==> config.mk <==
export PLATFORM = sky130hd
export DESIGN_NAME = program_out_capture
export DESIGN_NICKNAME = d
export VERILOG_FILES = /design/src/rtl/mcc_pkg.sv /design/src/rtl/sync_fifo.sv /design/src/rtl/program_out_capture.sv
export SDC_FILE = /design/constraint.sdc
export NUM_CORES = 1
export LEC_CHECK = 0
export ABC_CLOCK_PERIOD_IN_PS = 3150
export CORE_ASPECT_RATIO = 0.6
export CORE_MARGIN = 2
export CORE_UTILIZATION = 54
export DETAILED_ROUTE_END_ITERATION = 6
export GPL_ROUTABILITY_DRIVEN = 0
export PLACE_DENSITY = 0.85
export SLEW_MARGIN = 20
export SYNTH_ARGS = -nofsm -noshare
export SYNTH_HDL_FRONTEND = slang
export SYNTH_HIERARCHICAL = 1
export SYNTH_SLANG_ARGS = --single-unit
==> constraint.sdc <==
create_clock -name clock -period 3.15 [get_ports clock]
set_input_delay 0.315 -clock clock [delete_from_list [all_inputs] [get_ports clock]]
set_output_delay 0.315 -clock clock [all_outputs]
set_load 0.02 [all_outputs]
==> src/rtl/mcc_pkg.sv <==
// +--------------------------------------------------------------------------+
// | mcc_pkg : shared widths and FIFO entry type for the multicycle computer  |
// | Rev 1.0  (entry carries a timestamp when PROG_OUT_CAPTURE_TSTAMP_EN)     |
// +--------------------------------------------------------------------------+
`default_nettype none

package mcc_pkg;

  localparam int DATA_WIDTH = 32;
  localparam int TS_WIDTH   = 16;

  typedef struct packed {
`ifdef PROG_OUT_CAPTURE_TSTAMP_EN
    logic [TS_WIDTH-1:0]   ts;
`endif
    logic [DATA_WIDTH-1:0] data;
  } entry_t;

  localparam int ENTRY_WIDTH = $bits(entry_t);

endpackage

`default_nettype wire

==> src/rtl/sync_fifo.sv <==
// +--------------------------------------------------------------------------+
// | sync_fifo : single-clock FIFO with explicit occupancy count               |
// | Rev 1.0                                                                   |
// +--------------------------------------------------------------------------+
`default_nettype none

module sync_fifo #(
  parameter int WIDTH      = 32,
  parameter int DEPTH_LOG2 = 3
) (
  input  logic                  clock,
  input  logic                  reset,
  input  logic                  push_i,
  input  logic                  pop_i,
  input  logic [WIDTH-1:0]      wdata_i,
  output logic [WIDTH-1:0]      rdata_o,
  output logic                  full_o,
  output logic                  empty_o,
  output logic [DEPTH_LOG2:0]   count_o
);

  localparam int                DEPTH    = 1 << DEPTH_LOG2;
  localparam logic [DEPTH_LOG2:0] FULL_CNT = (DEPTH_LOG2 + 1)'(DEPTH);

  logic [WIDTH-1:0]      mem_q [DEPTH];
  logic [DEPTH_LOG2-1:0] wr_ptr_q, wr_ptr_d;
  logic [DEPTH_LOG2-1:0] rd_ptr_q, rd_ptr_d;
  logic [DEPTH_LOG2:0]   count_q, count_d;
  logic                  w_do_push;
  logic                  w_do_pop;

  assign full_o  = (count_q == FULL_CNT);
  assign empty_o = (count_q == '0);
  assign count_o = count_q;
  assign rdata_o = mem_q[rd_ptr_q];

  // When full, a same-cycle pop frees the head slot, so the write is accepted.
  assign w_do_pop  = pop_i && !empty_o;
  assign w_do_push = push_i && (!full_o || w_do_pop);

  always_comb begin
    wr_ptr_d = wr_ptr_q;
    rd_ptr_d = rd_ptr_q;
    count_d  = count_q;
    if (w_do_push) wr_ptr_d = wr_ptr_q + 1'b1;
    if (w_do_pop)  rd_ptr_d = rd_ptr_q + 1'b1;
    case ({w_do_push, w_do_pop})
      2'b10:   count_d = count_q + 1'b1;
      2'b01:   count_d = count_q - 1'b1;
      default: count_d = count_q;
    endcase
  end

  always_ff @(posedge clock) begin
    if (reset) begin
      wr_ptr_q <= '0;
      rd_ptr_q <= '0;
      count_q  <= '0;
      for (int i = 0; i < DEPTH; i++) mem_q[i] <= '0;
    end else begin
      wr_ptr_q <= wr_ptr_d;
      rd_ptr_q <= rd_ptr_d;
      count_q  <= count_d;
      if (w_do_push) mem_q[wr_ptr_q] <= wdata_i;
    end
  end

endmodule

`default_nettype wire

==> src/rtl/program_out_capture.sv <==
// +--------------------------------------------------------------------------+
// | program_out_capture : records every change of program_out into a FIFO    |
// | Rev 1.0  (optional out_ts port via PROG_OUT_CAPTURE_TSTAMP_EN)           |
// +--------------------------------------------------------------------------+
`default_nettype none

module program_out_capture
  import mcc_pkg::*;
#(
  parameter int DATA_WIDTH     = mcc_pkg::DATA_WIDTH,
  parameter int DEPTH_LOG2     = 3,
  parameter int DROP_CNT_WIDTH = 8
) (
  input  logic                      clock,
  input  logic                      reset,
  input  logic [DATA_WIDTH-1:0]     program_out,
  input  logic                      capture_en,
  output logic [DATA_WIDTH-1:0]     out_data,
`ifdef PROG_OUT_CAPTURE_TSTAMP_EN
  output logic [TS_WIDTH-1:0]       out_ts,
`endif
  output logic                      out_valid,
  input  logic                      out_ready,
  output logic [DEPTH_LOG2:0]       fifo_count,
  output logic                      overflow,
  output logic [DROP_CNT_WIDTH-1:0] drop_count
);

`ifdef PROG_OUT_CAPTURE_TSTAMP_EN
  localparam int ENTRY_W = DATA_WIDTH + TS_WIDTH;
`else
  localparam int ENTRY_W = DATA_WIDTH;
`endif
  localparam logic [DROP_CNT_WIDTH-1:0] DROP_MAX = {DROP_CNT_WIDTH{1'b1}};

  logic [DATA_WIDTH-1:0]     prev_q, prev_d;
  logic                      overflow_q, overflow_d;
  logic [DROP_CNT_WIDTH-1:0] drop_q, drop_d;
  logic                      w_push_req;
  logic                      w_pop;
  logic                      w_drop;
  logic                      w_full;
  logic                      w_empty;
  logic [ENTRY_W-1:0]        w_wdata;
  logic [ENTRY_W-1:0]        w_rdata;

  assign w_push_req = capture_en && (program_out != prev_q);
  assign w_pop      = !w_empty && out_ready;
  assign w_drop     = w_push_req && w_full && !w_pop;

`ifdef PROG_OUT_CAPTURE_TSTAMP_EN
  logic [TS_WIDTH-1:0] ts_q;

  always_ff @(posedge clock) begin
    if (reset) ts_q <= '0;
    else       ts_q <= ts_q + 1'b1;
  end

  assign w_wdata = {ts_q, program_out};
  assign out_ts  = w_rdata[ENTRY_W-1 -: TS_WIDTH];
`else
  assign w_wdata = program_out;
`endif

  assign out_data   = w_rdata[DATA_WIDTH-1:0];
  assign out_valid  = !w_empty;
  assign overflow   = overflow_q;
  assign drop_count = drop_q;

  always_comb begin
    prev_d     = capture_en ? program_out : prev_q;
    overflow_d = overflow_q;
    drop_d     = drop_q;
    if (w_drop) begin
      overflow_d = 1'b1;
      if (drop_q != DROP_MAX) drop_d = drop_q + 1'b1;
    end
  end

  always_ff @(posedge clock) begin
    if (reset) begin
      prev_q     <= '0;
      overflow_q <= 1'b0;
      drop_q     <= '0;
    end else begin
      prev_q     <= prev_d;
      overflow_q <= overflow_d;
      drop_q     <= drop_d;
    end
  end

  sync_fifo #(
    .WIDTH      (ENTRY_W),
    .DEPTH_LOG2 (DEPTH_LOG2)
  ) u_fifo (
    .clock   (clock),
    .reset   (reset),
    .push_i  (w_push_req),
    .pop_i   (w_pop),
    .wdata_i (w_wdata),
    .rdata_o (w_rdata),
    .full_o  (w_full),
    .empty_o (w_empty),
    .count_o (fifo_count)
  );

endmodule

`default_nettype wire

* After elaboration in Yosys (flattened, before gate mapping) *
Memories as Yosys holds them, arrays and structs flattened. A register that Yosys moved wholly into a read port is not among the register bits.
Index checks and enable logic that the tools add are counted.

cells by class
  add/sub/neg operators = 5
  equality and inequality tests = 5
  mux-type cells = 11
  reduce and logical (&&, ||, !) cells = 14

operator list
  operator                                                             count
  32-bit 2-to-1 mux                                                    1
  32-bit != test                                                       1
  32-bit OR reduction                                                  1
  3-bit 2-to-1 mux                                                     3
  8-bit by 1-bit adder with 8-bit output (second input constant)       1
  8-bit != test (second input constant)                                1
  4-bit one-hot mux with 2 select lines                                1
  3-bit by 1-bit adder with 3-bit output (second input constant)       2
  1-bit logical AND                                                    6
  1-bit 2-to-1 mux                                                     6
  4-bit by 1-bit adder with 4-bit output (second input constant)       1
  4-bit == test (second input constant)                                1
  4-bit zero test                                                      1
  4-bit by 1-bit subtractor with 4-bit output (second input constant)  1
  1-bit zero test                                                      3
  2-bit by 1-bit == test with 1-bit output (second input constant)     1
  2-bit == test (second input constant)                                1
  2-bit AND reduction                                                  1
  2-bit nonzero test                                                   1
  1-bit logical OR                                                     1

word-level totals
  register bits = 51
  memory bits (writable) = 256
  bits of input ports = 36
  output and inout bits = 46
  logic and storage cells = 42
  memories kept = 1

memory list
  memory        depth  width  read ports  clocked after Yosys merged registers in  write ports  line             text
  u_fifo.mem_q  8      32     1           1                                        8            sync_fifo.sv:25  logic [WIDTH-1:0] mem_q [DEPTH];

* Longest topological paths before layout *
  word-level depth = 11
  gate-level depth with buffers = 13
  gate-level depth less buffers = 12

* Hierarchy *
Netlist, hierarchy kept.

by module, submodules not included
  module               times used  cells each  area an instance (um2)  seq. area each (um2)
  sync_fifo            1           812         11755.0                 7947.6
  program_out_capture  1           204         1970.6                  820.8

* Worst setup path after synthesis *
Ideal clock, no wire load.

  path kind = flip-flop to flip-flop
  start = reg prev_q[10]
  end = reg u_fifo.count_q[3], in the netlist u_fifo/count_o[3]
  library setup time = 0.121 ns
  data arrival time = 2.945 ns
  data required time = 3.029 ns
  path slack = 0.084 ns
  stages on the path, launching flop included = 14
  path buffers = 1
  period minus slack after synthesis = 3.066 ns
  path through = dfxtp_1 > xor2_1 > nor4_1 > nand4_1 > or2_1 > and2_2 > clkbuf_1 > or2_2 > inv_1 > ha_1 > a21o_1 > a21oi_1 > mux2i_1 > mux2_2

on the way
  longest elaborated chain between the ends = 5
  elaborated cells on any way between the ends = 7
  classes of those cells = eq/ne (3); mux (1); reduce/logical (3)

ends and longest elaborated chain
  item                                                                                line                       text
  start: declaration                                                                  program_out_capture.sv:36  logic [DATA_WIDTH-1:0] prev_q, prev_d;
  start signal: assignment                                                            program_out_capture.sv:86  prev_q <= prev_d;
  32-bit != test (*)                                                                  program_out_capture.sv:47  assign w_push_req = capture_en && (program_out != prev_q);
  1-bit logical AND (*)                                                               program_out_capture.sv:47
  net w_push_req                                                                      program_out_capture.sv:39  logic w_push_req;
  1-bit logical AND (*)                                                               sync_fifo.sv:39            assign w_do_push = push_i && (!full_o || w_do_pop);
  2-bit by 1-bit == test with 1-bit output / 2-bit == test (equally long branches)    sync_fifo.sv:47            case ({w_do_push, w_do_pop})
  4-bit one-hot mux with 2 select lines / 2-bit nonzero test (equally long branches)  n/a
  end signal: assignment                                                              sync_fifo.sv:63            count_q <= count_d;
  end: declaration                                                                    sync_fifo.sv:28            logic [DEPTH_LOG2:0] count_q, count_d;

Mark *: on every way through the listed nets, which the timed path passes. The rest lies on a longest branch.
A chain may end at the register's enable or synchronous reset.

* Worst setup path after layout *
  start = in program_out[15]
  end = reg u_fifo.count_q[3], in the netlist u_fifo/count_o[3]

on the way
  longest elaborated chain between the ends = 5
  elaborated cells on any way between the ends = 7
  classes of those cells = eq/ne (3); mux (1); reduce/logical (3)

ends and longest elaborated chain
  item                                                                                line                       text
  start: declaration                                                                  program_out_capture.sv:16  input logic [DATA_WIDTH-1:0] program_out,
  32-bit != test (*)                                                                  program_out_capture.sv:47
  1-bit logical AND (*)                                                               program_out_capture.sv:47
  net w_push_req                                                                      program_out_capture.sv:39
  1-bit logical AND (*)                                                               sync_fifo.sv:39
  2-bit by 1-bit == test with 1-bit output / 2-bit == test (equally long branches)    sync_fifo.sv:47
  4-bit one-hot mux with 2 select lines / 2-bit nonzero test (equally long branches)  n/a

Marks and branches as above.

==> flow_summary.yaml <==
floorplanning:
  chipWidth_um: 209.8
  std_cell_rows: 45
  floorplan.initialDensity_pct: 54.66
  floorplan.die_area_um2: 26750
  area_inside_the_core_boundary_um2: 25110
  floorplan.io_pins: 82
  die_y_um: 127.5
critical_path:
  worst_r2r_endpoint: "u_fifo/count_o[3]$_SDFFE_PP0P_"
  max_stage_delay_ns: 0.58
  path_class: "input pin to flip-flop"
  setup.reg_to_reg.worst_slack_ns: 0.05
  ff2ff_path_depth: 13
  path_common_cell: "or2_4"
  critPathMaxFanout: 4
  start_kind: "input pin"
  critPathSlowestCell: "clkdlybuf4s50_1"
  crit_path_cell_trace: "clkdlybuf4s50_1 -> xor2_1 -> nor4_1 -> nand4_1 -> or2_4 -> and2_4 -> or2_4 -> inv_2 -> ha_1 -> a21o_1 -> a21oi_2 -> mux2i_1 -> mux2_2"
  critPathLaunch: "program_out[15]"
  sort_of_element_at_the_end_of_the_critical_path: "flip-flop"
  critical_path_arrival_ns: 3.55
  worst_ep_required_time_ns: 3.59
  startpoint_of_the_most_critical_register_to_register_path: "prev_q[3]$_SDFFE_PP0P_"
layout:
  final-instance-count-excl-fill: 1487
  final_core_utilization_pct: 65.61
  area_growth_pct: 20.04
  ratio_of_cells_with_drive_above_1_in_the_final_layout_pct: 21.69
  final_net_count: 1177
clock_network:
  clock_latency_ns: 0.58
  cts_htree_levels: 1
  clk_pin_slew_worst_paths_ns: 0.07
  clock_tree.buffer_depth: 3
  clk_root_buffer_cell: "clkbuf_16"
  ctsHoldBuffers: 0
  numClockSinks: 310
  numCtsBuffers: 28
  tritoncts: "built"
pwr:
  vdd.ir_drop.worst_mv: 0.4080
  pwr-share-comb_pct: 23.0
  p_int_mw: 8.015
  leakage_nw: 6.007
  clock_power_share_pct: 32.8
  design_power_total_mw: 11.00
  seqPwrFrac_pct: 44.2
  power.switching_mw: 2.983
  power_dens_cells_nw_per_um2: 667.5
  netSwitchingFraction_pct: 27.12
hold_path:
  min_to: "prev_q[13]$_SDFFE_PP0P_"
  min_from: "reset"
  worst_hold_path_stage_count: 3
  hold_class: "input pin to flip-flop"
synth:
  edff_count_synth: 256
  ys_seq_area_share_pct: 63.88
  yosys-top-cells-count: "309 x nor2_1, 256 x edfxtp_1, 67 x nand2_1"
  count_of_cell_types_in_the_netlist: 50
  share_of_the_synthesized_area_in_the_top_cell_type_pct: 56.01
  synth_largest_area_cell: "edfxtp_1"
  netlist_top_cells_area: "edfxtp_1 56%, mux4_2 11%, nor2_1 8.5%"
  yosysMostFrequentCell: "nor2_1"
  asyncSetResetFlopFracSynth_pct: 0
  postSynth.topFlopCell: "edfxtp_1"
  synth_fp_nets: 1058
  postSynthAreaPerCell_um2: 13.51
  syn-cell-area_um2: 13730
  ys_ff_latch: 310
  synthCells: 1016
  synthesis.yosys.warnings: 6
routing:
  avgRoutedWirePerCell_um: 23.27
  met3_length_um: 4410
  drt_initial_violations: 1024
  drtPass1Iterations: 5
  wirelength_um: 34610
  via_per_inst: 6.049
  routed-wl-met2_um: 15820
  route.top_layer_used: "met4"
  drt.antenna.violating_nets: 0
  via_count: 8995
  post-route-drc-count: 0
  m1WireLength_um: 13730
sta:
  final.min_clock_period_ns: 3.110
  rsz_0062_raised_after_global_routing: "yes"
  timing.clock.skew_ns: 0.02699
  timing.max_slew.rel_slack_pct: 54.29
  fmax_mhz: 321.5
  setup-violations-final: 0
  worst_slew_pin_slew_ns: 0.6782
  timing_hold_violations_final: 0
  setup-tns-final_ns: 0
  slew_violations: 0
  finalCritPeriodShare_pct: 98.74
place:
  placed_cells_incl_taps: 1431
  buffer_ports.inserted: 81
  detailed_placement_wirelength_estimate_um: 21410
status:
  run_status: "complete, no violations"
global_routing:
  grt_remaining_overflow: 0
  vias_in_the_first_global_route: 9101
  total_routing_usage_gr_pct: 26.68
  antenna_found_initial: 1
  wire_length_of_the_first_global_routing_pass_um: 53300
  grt_max_degree: 47
run:
  timing.max_cap.violations: 0
## metrics by stage
| step | cell area [um2] | hold WS [ns] | setup WS (ns) |
|---|---|---|---|
| after global routing | 16470 | 0.2858 | -0.04367 |
| after detailed placement | 15430 | 0.4506 | -0.6090 |
| final | 16480 | 0.2657 | 0.03956 |
| after global placement | 15430 | 0.4361 | -0.5502 |
| after CTS | 16430 | 0.2558 | 0.01222 |
| after floorplan | 13730 | 0.4622 | 0.08413 |
## power by group through the flow
stage,Sequential (mW),Clock [mW],Combinational (mW)
after floorplan,4.91,0,1.53
after global placement,4.92,0,2.45
after detailed placement,4.94,0,2.49
after CTS,4.86,3.64,2.52
after global routing,4.88,3.81,2.69
final,4.86,3.61,2.53
## area by class of cell
| class | instances | area [um2] |
|---|---|---|
| diodes | 1 | 2.502 |
| inverters | 10 | 37.54 |
| well taps | 329 | 411.6 |
| repair buffers | 156 | 1659 |
| clock buffers | 34 | 733.2 |
| flip-flops and latches | 310 | 8776 |
| multi-input cells | 629 | 4627 |
| clock inverters | 18 | 229.0 |
| fillers | 1776 | 8636 |
## timing repair
| action | CTS | global route |
|---|---|---|
| gates resized for setup | 4 | 9 |
| buffers inserted | 2 | 1 |
| endpoints found under the setup margin | 1 | 2 |
| pin swaps | 3 | 6 |
## worst max path at each step
stage               cells after the start                        endpoint  slack (ns)
floorplan                              13  u_fifo/count_o[3]$_SDFFE_PP0P_        0.08
global placement                       13  u_fifo/count_o[3]$_SDFFE_PP0P_       -0.55
detailed placement                     13  u_fifo/count_o[3]$_SDFFE_PP0P_       -0.61
CTS                                    13  u_fifo/count_o[3]$_SDFFE_PP0P_        0.01
global route                           13  u_fifo/count_o[3]$_SDFFE_PP0P_       -0.04
finish                                 13  u_fifo/count_o[3]$_SDFFE_PP0P_        0.04
## state kept, by name, summed over array words and instances (netlist names), named ones only
register	flops
u_fifo/rd_ptr_q	3
u_fifo/mem_q	256
overflow	1
u_fifo/count_o	4
drop_count	8
prev_q	32
u_fifo/wr_ptr_q	3
## cells in the final DEF (no fill, tap or decap), types with 28 or more instances in the layout
cell / count
buf_4: 52
mux2_2: 33
dfxtp_1: 50
mux2i_1: 36
clkdlybuf4s50_1: 79
clkbuf_16: 28
mux4_2: 64
nand2_1: 67
xor2_1: 32
edfxtp_1: 256
nor2_1: 307
## worst max-delay path, delay by kind of cell
family,cells,cell delay [ns]
adders and majority gates,1,0.22
and+or+nand+nor,5,1.30
AOI/OAI and AO/OA,2,0.31
xor gates and xnor gates,1,0.23
muxes,2,0.54
buffers and inverters,2,0.64
## cells by family (layout without fill, tap and decap cells)
family	Yosys count	count (layout)	synth area share (%)
and+or+nand+nor	420	420	12.45
DFF	310	310	63.88
muxes	136	136	16.16
AOI/OAI and AO/OA	28	28	1.604
buffers and inverters	77	218	2.808
other	0	1	0
xor gates and xnor gates	39	39	2.489
adders and majority gates	6	6	0.6016
## routing by layer
metal / global-route usage [%] / vias to the layer above
li1: - / 3885
met1: 39.38 / 4451
met2: 41.10 / 605
met3: 6.096 / 54
met4: 5.674 / 0
met5: 0 / -
No activity file was read; power rests on OpenSTA's default activity.
